`config.mk`:
```
export PLATFORM = sky130hd
export DESIGN_NAME = stage_1
export DESIGN_NICKNAME = d
export VERILOG_FILES = /design/src/rtl/stage_1_pkg.sv /design/src/rtl/stage_1_inst_fifo.sv /design/src/rtl/stage_1.sv
export SDC_FILE = /design/constraint.sdc
export NUM_CORES = 1
export LEC_CHECK = 0
export ABC_CLOCK_PERIOD_IN_PS = 10500
export CAP_MARGIN = 20
export CORE_UTILIZATION = 25
export DETAILED_ROUTE_END_ITERATION = 6
export PLACE_DENSITY_LB_ADDON = 0.1
export SYNTH_ARGS = -nofsm -noshare
export SYNTH_HDL_FRONTEND = slang
export SYNTH_SLANG_ARGS = --single-unit
```
`constraint.sdc`:
```
create_clock -name i_clk -period 10.5 [get_ports i_clk]
set_input_delay 3.15 -clock i_clk [delete_from_list [all_inputs] [get_ports i_clk]]
set_output_delay 3.15 -clock i_clk [all_outputs]
set_load 0.03 [all_outputs]
```
`src/rtl/stage_1_pkg.sv`:
```
// Shared constants and types for the instruction fetch stage.
//   NOP_INST_DEF : word shown to decode when the buffer is empty (addi x0,x0,0)
//   PC_INC       : sequential fetch step
//   FIFO_W       : width of one buffered entry, {pc, inst}
//   fetch_state_t: RUN = normal fetch, SQUASH = draining a wrong-path request
package stage_1_pkg;

    localparam logic [31:0] NOP_INST_DEF = 32'h00000013;
    localparam logic [31:0] PC_INC       = 32'd4;
    localparam int unsigned FIFO_W       = 64;

    typedef enum logic {
        ST_RUN    = 1'b0,
        ST_SQUASH = 1'b1
    } fetch_state_t;

endpackage

```
`src/rtl/stage_1_inst_fifo.sv`:
```
// Instruction buffer between the memory port and decode.
// Ports:
//   i_clk, i_rst   : clock, synchronous active-high reset
//   i_push         : write i_push_data at the tail
//   i_push_data    : {pc, inst}
//   i_pop          : drop the head entry (caller only pops when non-empty)
//   i_flush        : empty the buffer; wins over push and pop
//   o_head         : head entry, valid when o_count != 0
//   o_count        : number of stored entries (0..DEPTH)
module inst_fifo
    import stage_1_pkg::*;
#(
    parameter int unsigned DEPTH = 2
) (
    input  logic                       i_clk,
    input  logic                       i_rst,
    input  logic                       i_push,
    input  logic [FIFO_W-1:0]          i_push_data,
    input  logic                       i_pop,
    input  logic                       i_flush,
    output logic [FIFO_W-1:0]          o_head,
    output logic [$clog2(DEPTH):0]     o_count
);

    localparam int unsigned AW = $clog2(DEPTH);
    localparam int unsigned CW = AW + 1;

    logic [FIFO_W-1:0] r_mem [DEPTH];
    logic [AW-1:0]     r_wr_ptr;
    logic [AW-1:0]     r_rd_ptr;
    logic [CW-1:0]     r_count;

    always_ff @(posedge i_clk) begin
        if (i_rst || i_flush) begin
            r_wr_ptr <= '0;
            r_rd_ptr <= '0;
            r_count  <= '0;
        end else begin
            if (i_push) r_wr_ptr <= r_wr_ptr + AW'(1);
            if (i_pop)  r_rd_ptr <= r_rd_ptr + AW'(1);
            if (i_push && !i_pop)
                r_count <= r_count + CW'(1);
            else if (!i_push && i_pop)
                r_count <= r_count - CW'(1);
        end
    end

    // Storage needs no reset: entries are only read while counted as valid.
    always_ff @(posedge i_clk) begin
        if (i_push && !i_flush)
            r_mem[r_wr_ptr] <= i_push_data;
    end

    assign o_head  = r_mem[r_rd_ptr];
    assign o_count = r_count;

endmodule

```
`src/rtl/stage_1.sv`:
```
// Instruction fetch stage: drives a single-outstanding req/ack memory port,
// buffers returned words for decode, and squashes wrong-path fetches on a
// taken-branch redirect from decode.
// Ports:
//   i_clk, i_rst           : clock, synchronous active-high reset
//   i_b_taken, i_b_pc      : redirect request and target (bits [1:0] ignored)
//   i_stall                : decode not ready, head entry held
//   mem_req, mem_addr      : fetch request and word address
//   i_mem_ack, i_mem_data  : memory response for the current request
//   inst, pc, valid        : head instruction and its PC for decode
module stage_1
    import stage_1_pkg::*;
#(
    parameter logic [31:0] RESET_PC   = 32'h00000000,
    parameter int unsigned FIFO_DEPTH = 2,
    parameter logic [31:0] NOP_INST   = NOP_INST_DEF
) (
    input  logic        i_clk,
    input  logic        i_rst,
    input  logic        i_b_taken,
    input  logic [31:0] i_b_pc,
    input  logic        i_stall,
    output logic        mem_req,
    output logic [31:0] mem_addr,
    input  logic        i_mem_ack,
    input  logic [31:0] i_mem_data,
    output logic [31:0] inst,
    output logic [31:0] pc,
    output logic        valid
);

    localparam int unsigned CW = $clog2(FIFO_DEPTH) + 1;
    localparam logic [CW-1:0] DEPTH_C = CW'(FIFO_DEPTH);

    fetch_state_t r_state;
    fetch_state_t w_state_nxt;
    logic [31:0]  r_fetch_pc;
    logic [31:0]  r_req_addr;
    logic         r_outstanding;
    logic         r_issue_en;

    logic          w_ack;
    logic          w_push;
    logic          w_pop;
    logic          w_valid;
    logic [63:0]   w_head;
    logic [CW-1:0] w_count;
    logic          w_unused_bpc;

    assign w_unused_bpc = ^i_b_pc[1:0];

    // A slot is reserved at issue: count < depth with nothing in flight means
    // the returning word always fits. An in-flight request holds req/addr.
    assign mem_req  = r_outstanding
                    | (r_issue_en && (r_state == ST_RUN) && (w_count < DEPTH_C));
    assign mem_addr = r_outstanding ? r_req_addr : r_fetch_pc;

    assign w_ack   = mem_req & i_mem_ack;
    assign w_valid = (w_count != '0);
    assign w_push  = w_ack && (r_state == ST_RUN) && !i_b_taken;
    assign w_pop   = w_valid && !i_stall && !i_b_taken;

    always_comb begin
        w_state_nxt = r_state;
        if (i_b_taken)
            // A request still in flight after this edge returns wrong-path data.
            w_state_nxt = (mem_req && !w_ack) ? ST_SQUASH : ST_RUN;
        else if ((r_state == ST_SQUASH) && w_ack)
            w_state_nxt = ST_RUN;
    end

    always_ff @(posedge i_clk) begin
        if (i_rst) r_state <= ST_RUN;
        else       r_state <= w_state_nxt;
    end

    always_ff @(posedge i_clk) begin
        if (i_rst) begin
            r_fetch_pc    <= RESET_PC;
            r_req_addr    <= RESET_PC;
            r_outstanding <= 1'b0;
            r_issue_en    <= 1'b0;
        end else begin
            r_issue_en <= 1'b1;
            if (i_b_taken)
                r_fetch_pc <= {i_b_pc[31:2], 2'b00};
            else if (w_push)
                r_fetch_pc <= r_fetch_pc + PC_INC;
            r_outstanding <= mem_req && !w_ack;
            if (mem_req && !w_ack)
                r_req_addr <= mem_addr;
        end
    end

    inst_fifo #(
        .DEPTH (FIFO_DEPTH)
    ) u_fifo (
        .i_clk       (i_clk),
        .i_rst       (i_rst),
        .i_push      (w_push),
        .i_push_data ({mem_addr, i_mem_data}),
        .i_pop       (w_pop),
        .i_flush     (i_b_taken),
        .o_head      (w_head),
        .o_count     (w_count)
    );

    assign valid = w_valid;
    assign inst  = w_valid ? w_head[31:0]  : NOP_INST;
    assign pc    = w_valid ? w_head[63:32] : 32'h0;

endmodule

```
* Word level (Yosys, flattened, before mapping)
Memory sizes are Yosys's and may differ from the RTL's. A register that Yosys moved wholly into a read port is not among the register bits.
Cells that the tools add are included.
** Word-level totals
- RAM bits :: 128
- Memories kept :: 1
- Output and inout port bits :: 98
- Register bits :: 71
- Word-level logic and storage cells :: 56
- Input bits :: 69
** Cells by class
- Add/subtract/negate cells :: 5
- Reductions and logical operators :: 22
- Order comparisons :: 1
- Mux-type cells :: 15
- Bitwise operators :: 3
** Memory list
- u_fifo.r_mem :: depth 2, bits a word 64, rd ports 1, clocked after Yosys merged registers in 1, wr ports 1, line stage_1_inst_fifo.sv:28 : logic [FIFO_W-1:0] r_mem [DEPTH];
** Operators with widths (number)
- 2-to-1 mux 32 bit :: 5
- adder 32 x 3 -> 32 bit (second input constant) :: 1
- logical AND 1 bit :: 11
- 2-to-1 mux 1 bit :: 8
- nonzero test 2 bit :: 4
- logical NOT 1 bit :: 5
- 2-to-1 mux 2 bit :: 2
- adder 1 bit (second input constant) :: 2
- adder 2 x 1 -> 2 bit (second input constant) :: 1
- less-than comparator 2 bit (second input constant) :: 1
- OR reduction 2 bit :: 1
- subtractor 2 x 1 -> 2 bit (second input constant) :: 1
- AND 1 bit :: 1
- logical OR 1 bit :: 1
- inverter 1 bit :: 1
- bitwise OR 1 bit :: 1

* Logic depth before layout (Yosys ltp)
Gate-level depths: netlist of run 1.
- Word-level depth :: 11
- Depth in mapped cells :: 8

* Modules after synthesis
From an unflattened synthesis of run 1, not the netlist that was laid out.
** Unflattened totals
- Cells, all modules :: 671
- Area total of the unflattened synthesis :: 8672.1 µm²
** Modules (own cells, without submodules)
- inst_fifo :: times used 1, area each 4805.9 µm², cells each 219
- stage_1 :: times used 1, area each 3866.2 µm², cells each 452

* Least setup slack after synthesis of run 1
No wires, ideal clock.
- Kind :: input -> register
- Start :: input port i_mem_ack
- End :: memory u_fifo.r_mem[0][0] (enable)
- Path buffers :: 1
- Stages :: 3
- Path slack :: 2062 ps
- Data required time :: 9936 ps
- Arrival :: 7874 ps
- Path through :: buf_4 o211ai_1 nor3_1
** On the way
- Longest elaborated chain between the ends :: 6
** Ends and longest elaborated chain
- start: declaration :: line stage_1.sv:25 : input logic i_mem_ack,
- AND 1 bit :: line stage_1.sv:58 : assign w_ack = mem_req & i_mem_ack;
- logical AND 1 bit (2 in a row) :: line stage_1.sv:60 : assign w_push = w_ack && (r_state == ST_RUN) && !i_b_taken;
- logical AND 1 bit :: line stage_1_inst_fifo.sv:50 : if (i_push && !i_flush)
- 2-to-1 mux 1 bit :: line stage_1_inst_fifo.sv:50
- 2-to-1 mux 1 bit (not written as such) :: line stage_1_inst_fifo.sv:51 : r_mem[r_wr_ptr] <= i_push_data;
- end: declaration :: line stage_1_inst_fifo.sv:28
No other way between the ends.

==> qor.csv, run 1 <==
metric,value,unit
status,completed,
whs_path_depth,1,
end_kind,primary output,
vias,5720,
syn_nets,777,
r2r_slack,7.64,ns
worstSetupStartpointType,flop,
diodes,0,
clock.fmax,0.167,GHz
worstSetupPathType,flop to primary output,
rsz0062_at_grt,no,
avgViaCountPerCell,4.38,
nets,921,
ys.flop_type,edfxtp_1,
drc,0,
cts_tree,done,
place.gp.congestion,0.695,
setup_viol,0,
row_count,66,
power.density,161,mW/mm^2
syn_to_final_growth,32.0,%
crit_end,pc[17],
clock_latency,0.44,ns
timing.hold.ws,0.470,ns
clk_transition_reported_paths,0.07,ns
synth_cell_types,45,
max-cap-violations,0,
ios,167,
worst_slew_pin_slew,1.09,ns
crit_required,7.35,ns
antenna_found_initial,0,
slew-limit-headroom,0.272,
hp-class,flop to flop,
synth.area.top_cells,"edfxtp_1 (45%), dfxtp_1 (17%), mux2i_1 (7.6%)",
ir_drop,0.000111,V
ys_seq_elements,198,
core_area,0.0329,sq mm
period_minus_slack,5.99,ns
report.final.slew_viol_count,0,
drive_gt1_frac,0.108,
reg2reg_from,u_fifo.o_count[1],
reg2reg_depth,5,
drt-total-wl,21900,um
hold_viol,0,
syn_avg_cell_area,12.0,sq um
grt_pass1_wl,33000,um
portBuffers,164,
reg2reg_to,u_fifo.r_mem[0][21],
crit_path_cell_trace,"buf_4, mux2i_1, nor2_1, clkdlybuf4s50_1",
syn_inst,706,
crit_buf_inv,2,
first_pass_iters,4,
finalSetupTns,0,ns
clkSinkCount,198,
numCtsBuffers,17,
ctsResizeCount,0,
async_flop_share,0,
start_util,0.257,
yosysTopAreaCellShare,0.455,
path_depth,4,
cp_top_family,buffers and inverters,
postCtsSetupBuffers,0,
antenna_left,0,
hpwl,14100,um
slowest_stage,dfxtp_4,
fillers,3364,
dieHeight,186,um
yosysTopAreaCell,edfxtp_1,
cp.arrival,2.84,ns
htree_levels,4,
grt_max_degree,65,
routedWlPerCell,16.8,um
drt_iter0_markers,249,
seq_area_frac_synth,0.621,
grt_pass1_vias,5463,
critPathMaxStageDelay,0.77,ns
overflow,0,
cts_root_buffer,clkbuf_16,
fp.dieW,186,um
dieArea,0.0345,sq mm
yosys_warnings,0,
grt_usage,0.129,
syn_area,0.00845,sq mm
crit_fanout,33,
leakage,3.61,nW
fin_crit_sh,0.571,
clock_path_buffers,2,
p_total,0.00179,W
synth_edf_count,128,
stdcell_area,0.0112,sq mm
cts_hold_buf,0,
placed_area,0.0105,sq mm
fin_skew,0.0170,ns
==> metrics by stage <==
step                      cells  utilization  worst slack [ns]
after floorplan             706            -              2.06
after global placement     1272        0.319              4.44
after detailed placement   1272        0.319              4.43
final                      1305        0.339              4.51
after global routing       1305        0.339              4.30
after CTS                  1304        0.339              4.39
==> synthesized netlist by cell type, types with 3 or more instances <==
cell type,count
nor3_1,71
dfxtp_1,70
edfxtp_1,128
and2_1,5
o21ai_0,22
nor3_2,4
mux2_2,23
xor2_1,4
or3_1,3
buf_2,12
and4_1,3
xnor2_1,25
a21oi_1,16
clkbuf_1,32
o211ai_1,4
nor4_4,6
nand4_1,6
nand2_1,34
nand3_1,5
mux2i_1,64
a211oi_1,10
buf_6,4
nor2_1,113
inv_1,12
and3_1,4
==> worst min-delay path by stage <==
stage,start,to
floorplan,r_req_addr[0],r_req_addr[0]
global placement,r_req_addr[0],r_req_addr[0]
detailed placement,r_req_addr[0],r_req_addr[0]
CTS,r_req_addr[0],r_req_addr[0]
global route,r_req_addr[1],r_req_addr[1]
finish,r_req_addr[0],r_req_addr[0]
==> cells by family after synthesis <==
logic type / share of synthesized area
compound gates: 0.0474
mux: 0.106
buf+inv: 0.0333
simple gates: 0.159
fa+ha+maj: 0.00296
flops: 0.621
xor+xnor: 0.0301
==> placed cells by master, fill, tap and decap left out, types with 3 or more instances in the layout <==
cell,Yosys,routed
and4_1,3,3
dfxtp_1,70,68
mux2_2,23,23
clkinv_4,0,3
nor2_1,113,111
clkbuf_16,0,20
inv_1,12,12
xor2_1,4,4
o21ai_0,22,22
o211ai_1,4,4
nor3_2,4,5
buf_4,1,9
nand4_1,6,6
and3_1,4,4
xnor2_1,25,25
a211oi_1,10,10
inv_6,0,4
mux2i_1,64,64
or3_1,3,3
nor4_4,6,6
nand3_1,5,5
edfxtp_1,128,128
nor3_1,71,70
nand2_1,34,34
clkdlybuf4s50_1,0,163
a21oi_1,16,16
and2_1,5,4
==> where the power goes <==
part | internal (W) | leakage (nW) | switching [W] | total (W)
Combinational | 0.0000901 | 1.54 | 0.000126 | 0.000216
Clock | 0.000391 | 0.315 | 0.000303 | 0.000694
Sequential | 0.000861 | 1.76 | 0.0000199 | 0.000881
==> registers in the layout, summed over array words and instances, names as in the netlist, named ones only <==
signal and cells:
u_fifo.r_mem 128, r_req_addr 32, r_fetch_pc 30, u_fifo.o_count 2, r_issue_en 1, r_outstanding 1, r_state 1, u_fifo.r_rd_ptr 1
u_fifo.r_wr_ptr 1
==> routing by layer <==
| layer | up-vias | wire (um) | global-route usage | share of wire |
|---|---|---|---|---|
| met5 | - | 0 | 0 | 0 |
| met4 | 0 | 193 | 0.0334 | 0.0088 |
| met3 | 13 | 951 | 0.0305 | 0.043 |
| met2 | 124 | 9710 | 0.194 | 0.44 |
| met1 | 2766 | 11100 | 0.184 | 0.51 |
| li1 | 2817 | - | - | - |
==> area by class of cell <==
| class | count | area (sq um) | share of cell area |
|---|---|---|---|
| Sequential cell | 198 | 5250 | 0.471 |
| Multi-Input combinational cell | 446 | 2940 | 0.264 |
| Timing Repair Buffer | 174 | 1720 | 0.155 |
| Tap cell | 442 | 553 | 0.0496 |
| Clock buffer | 23 | 536 | 0.0480 |
| Clock inverter | 9 | 97.6 | 0.00875 |
| Inverter | 13 | 48.8 | 0.00438 |
No activity file was read; power rests on OpenSTA's default activity.
==> run 2: changes to the inputs <==
Settings changed: ABC_CLOCK_PERIOD_IN_PS 10500 to 5000.
Clock period 10.5 ns to 5 ns, I/O delays scaled along.
==> qor.csv, run 2 (synthesized netlist as in run 1, its figures left out) <==
metric,value,unit,change
finalSetupTns,0,ns,unchanged
worst_slew_pin_slew,1.10,ns,was 1.09 ns
leakage,3.62,nW,was 3.61 nW
dieHeight,186,um,unchanged
report.final.slew_viol_count,0,,unchanged
crit_fanout,30,,was 33
postCtsSetupBuffers,0,,unchanged
core_area,0.0329,sq mm,unchanged
max-cap-violations,0,,unchanged
fin_skew,0.0132,ns,was 0.0170 ns
final_cell_mix,"clkdlybuf4s50_1 (163), edfxtp_1 (128), nor2_1 (111), nor3_1 (70), dfxtp_1 (68)",,unchanged
hold_viol,0,,unchanged
layout_commonest_cell,clkdlybuf4s50_1,,unchanged
slew-limit-headroom,0.263,,was 0.272
clkSinkCount,198,,unchanged
start_util,0.257,,unchanged
largest-register,u_fifo.r_mem,,unchanged
reg2reg_to,u_fifo.r_mem[1][0],,was u_fifo.r_mem[0][21]
period_minus_slack,4.00,ns,
fin_crit_sh,0.800,,
top_regs,"u_fifo.r_mem (128), r_req_addr (32), r_fetch_pc (30)",,unchanged
place.gp.congestion,0.728,,was 0.695
grt_pass1_wl,32800,um,was 33000 um
antenna_left,0,,unchanged
fp.dieW,186,um,unchanged
wl_met2,9770,um,was 9710 um
cp.arrival,2.50,ns,was 2.84 ns
avgViaCountPerCell,4.37,,was 4.38
r2r_slack,2.30,ns,was 7.64 ns
ios,167,,unchanged
portBuffers,164,,unchanged
wl_met1,11000,um,was 11100 um
cts_tree,done,,unchanged
met3_length,880,um,was 951 um
topRoutingLayerUsed,met4,,unchanged
drt_iter0_markers,337,,was 249
nets,929,,was 921
timing.hold.ws,0.473,ns,was 0.470 ns
hold_end,r_req_addr[1],,was r_req_addr[0]
drt-total-wl,21800,um,was 21900 um
hpwl,14700,um,was 14100 um
clock.fmax,0.250,GHz,
grt_pass1_vias,5590,,was 5463
crit_required,3.50,ns,was 7.35 ns
dieArea,0.0345,sq mm,unchanged
antenna_found_initial,0,,unchanged
power.density,328,mW/mm^2,was 161 mW/mm^2
cts_hold_buf,0,,unchanged
cts_root_buffer,clkbuf_16,,unchanged
reg2reg_depth,5,,unchanged
reg2reg_from,u_fifo.o_count[1],,unchanged
overflow,0,,unchanged
htree_levels,4,,unchanged
whs_path_depth,1,,unchanged
p_total,0.00367,W,was 0.00179 W
hp-class,flop to flop,,unchanged
worstSetupStartpointType,flop,,unchanged
end_kind,primary output,,unchanged
grt_usage,0.128,,was 0.129
row_count,66,,unchanged
clock_path_buffers,2,,unchanged
clock_latency,0.43,ns,was 0.44 ns
hp-start,r_req_addr[1],,was r_req_addr[0]
routedWlPerCell,16.6,um,was 16.8 um
clk_transition_reported_paths,0.07,ns,about the same
first_pass_iters,5,,was 4
numCtsBuffers,17,,unchanged
ir_drop,0.000249,V,was 0.000111 V
diodes,0,,unchanged
vias,5732,,was 5720
status,completed,,unchanged
drc,0,,unchanged
drive_gt1_frac,0.114,,was 0.108
setup_viol,0,,unchanged
rsz0062_at_grt,no,,unchanged
grt_max_degree,65,,unchanged
worstSetupPathType,flop to primary output,,unchanged
ctsResizeCount,0,,unchanged
syn_to_final_growth,32.5,%,was 32.0%
largest_register_ffs,128,,unchanged
-- run 2: cell types whose count changed in the layout (fill, tap and decap cells not counted), moves of 2 or more --
cell,delta
buf_12,+3
buf_4,+5
clkbuf_16,-3
clkinvlp_4,+3
clkbuf_8,-2
clkinv_1,+2
-- run 2: area by class of cell --
class	count	area, sq um
flip-flops and latches	198	5250
clock inverters	15	153
multi-input cells	446	2950
fillers	3316	21700
clock buffers	17	425
inverters	13	48.8
repair buffers	182	1820
well taps	442	553
-- run 2: metrics by stage --
stage / cell area, sq um / utilization / setup slack (ns) / cells
final: 11200 / 0.341 / 1.00 / 1313
after global routing: 11200 / 0.341 / 0.810 / 1313
after CTS: 11200 / 0.341 / 0.890 / 1313
after detailed placement: 10600 / 0.323 / 1.12 / 1281
after global placement: 10600 / 0.323 / 1.10 / 1281
after floorplan: 8460 / - / 0.180 / 706
-- run 2: worst max path at each step --
stage / from / endpoint / slack [ns] / depth (start not counted)
finish: flop / pc[29] / 1.00 / 4
global route: flop / inst[17] / 0.81 / 4
CTS: flop / pc[29] / 0.89 / 4
detailed placement: i_mem_ack / u_fifo.r_mem[1][61] / 1.12 / 6
global placement: i_mem_ack / u_fifo.r_mem[1][61] / 1.10 / 6
floorplan: i_mem_ack / u_fifo.r_mem[0][0] / 0.18 / 3
-- run 2: where the power goes --
group | total [W] | leakage, nW | switching [W] | internal [W]
registers | 0.00185 | 1.76 | 0.0000390 | 0.00181
clock network | 0.00136 | 0.271 | 0.000620 | 0.000738
logic | 0.000464 | 1.59 | 0.000269 | 0.000195
total | 0.00367 | 3.62 | 0.000928 | 0.00274
-- run 2: worst max-delay path: stages, from the launching register on --
cell	delay [ns]
dfxtp_4	0.71
buf_4	0.42
mux2i_1	0.12
nor2_1	0.12
clkdlybuf4s50_1	0.68
-- run 2: routing by layer --
metal / up-vias / track usage
li1: 2836 / -
met1: 2760 / 0.181
met2: 125 / 0.197
met3: 11 / 0.0266
met4: 0 / 0.0315
met5: - / 0
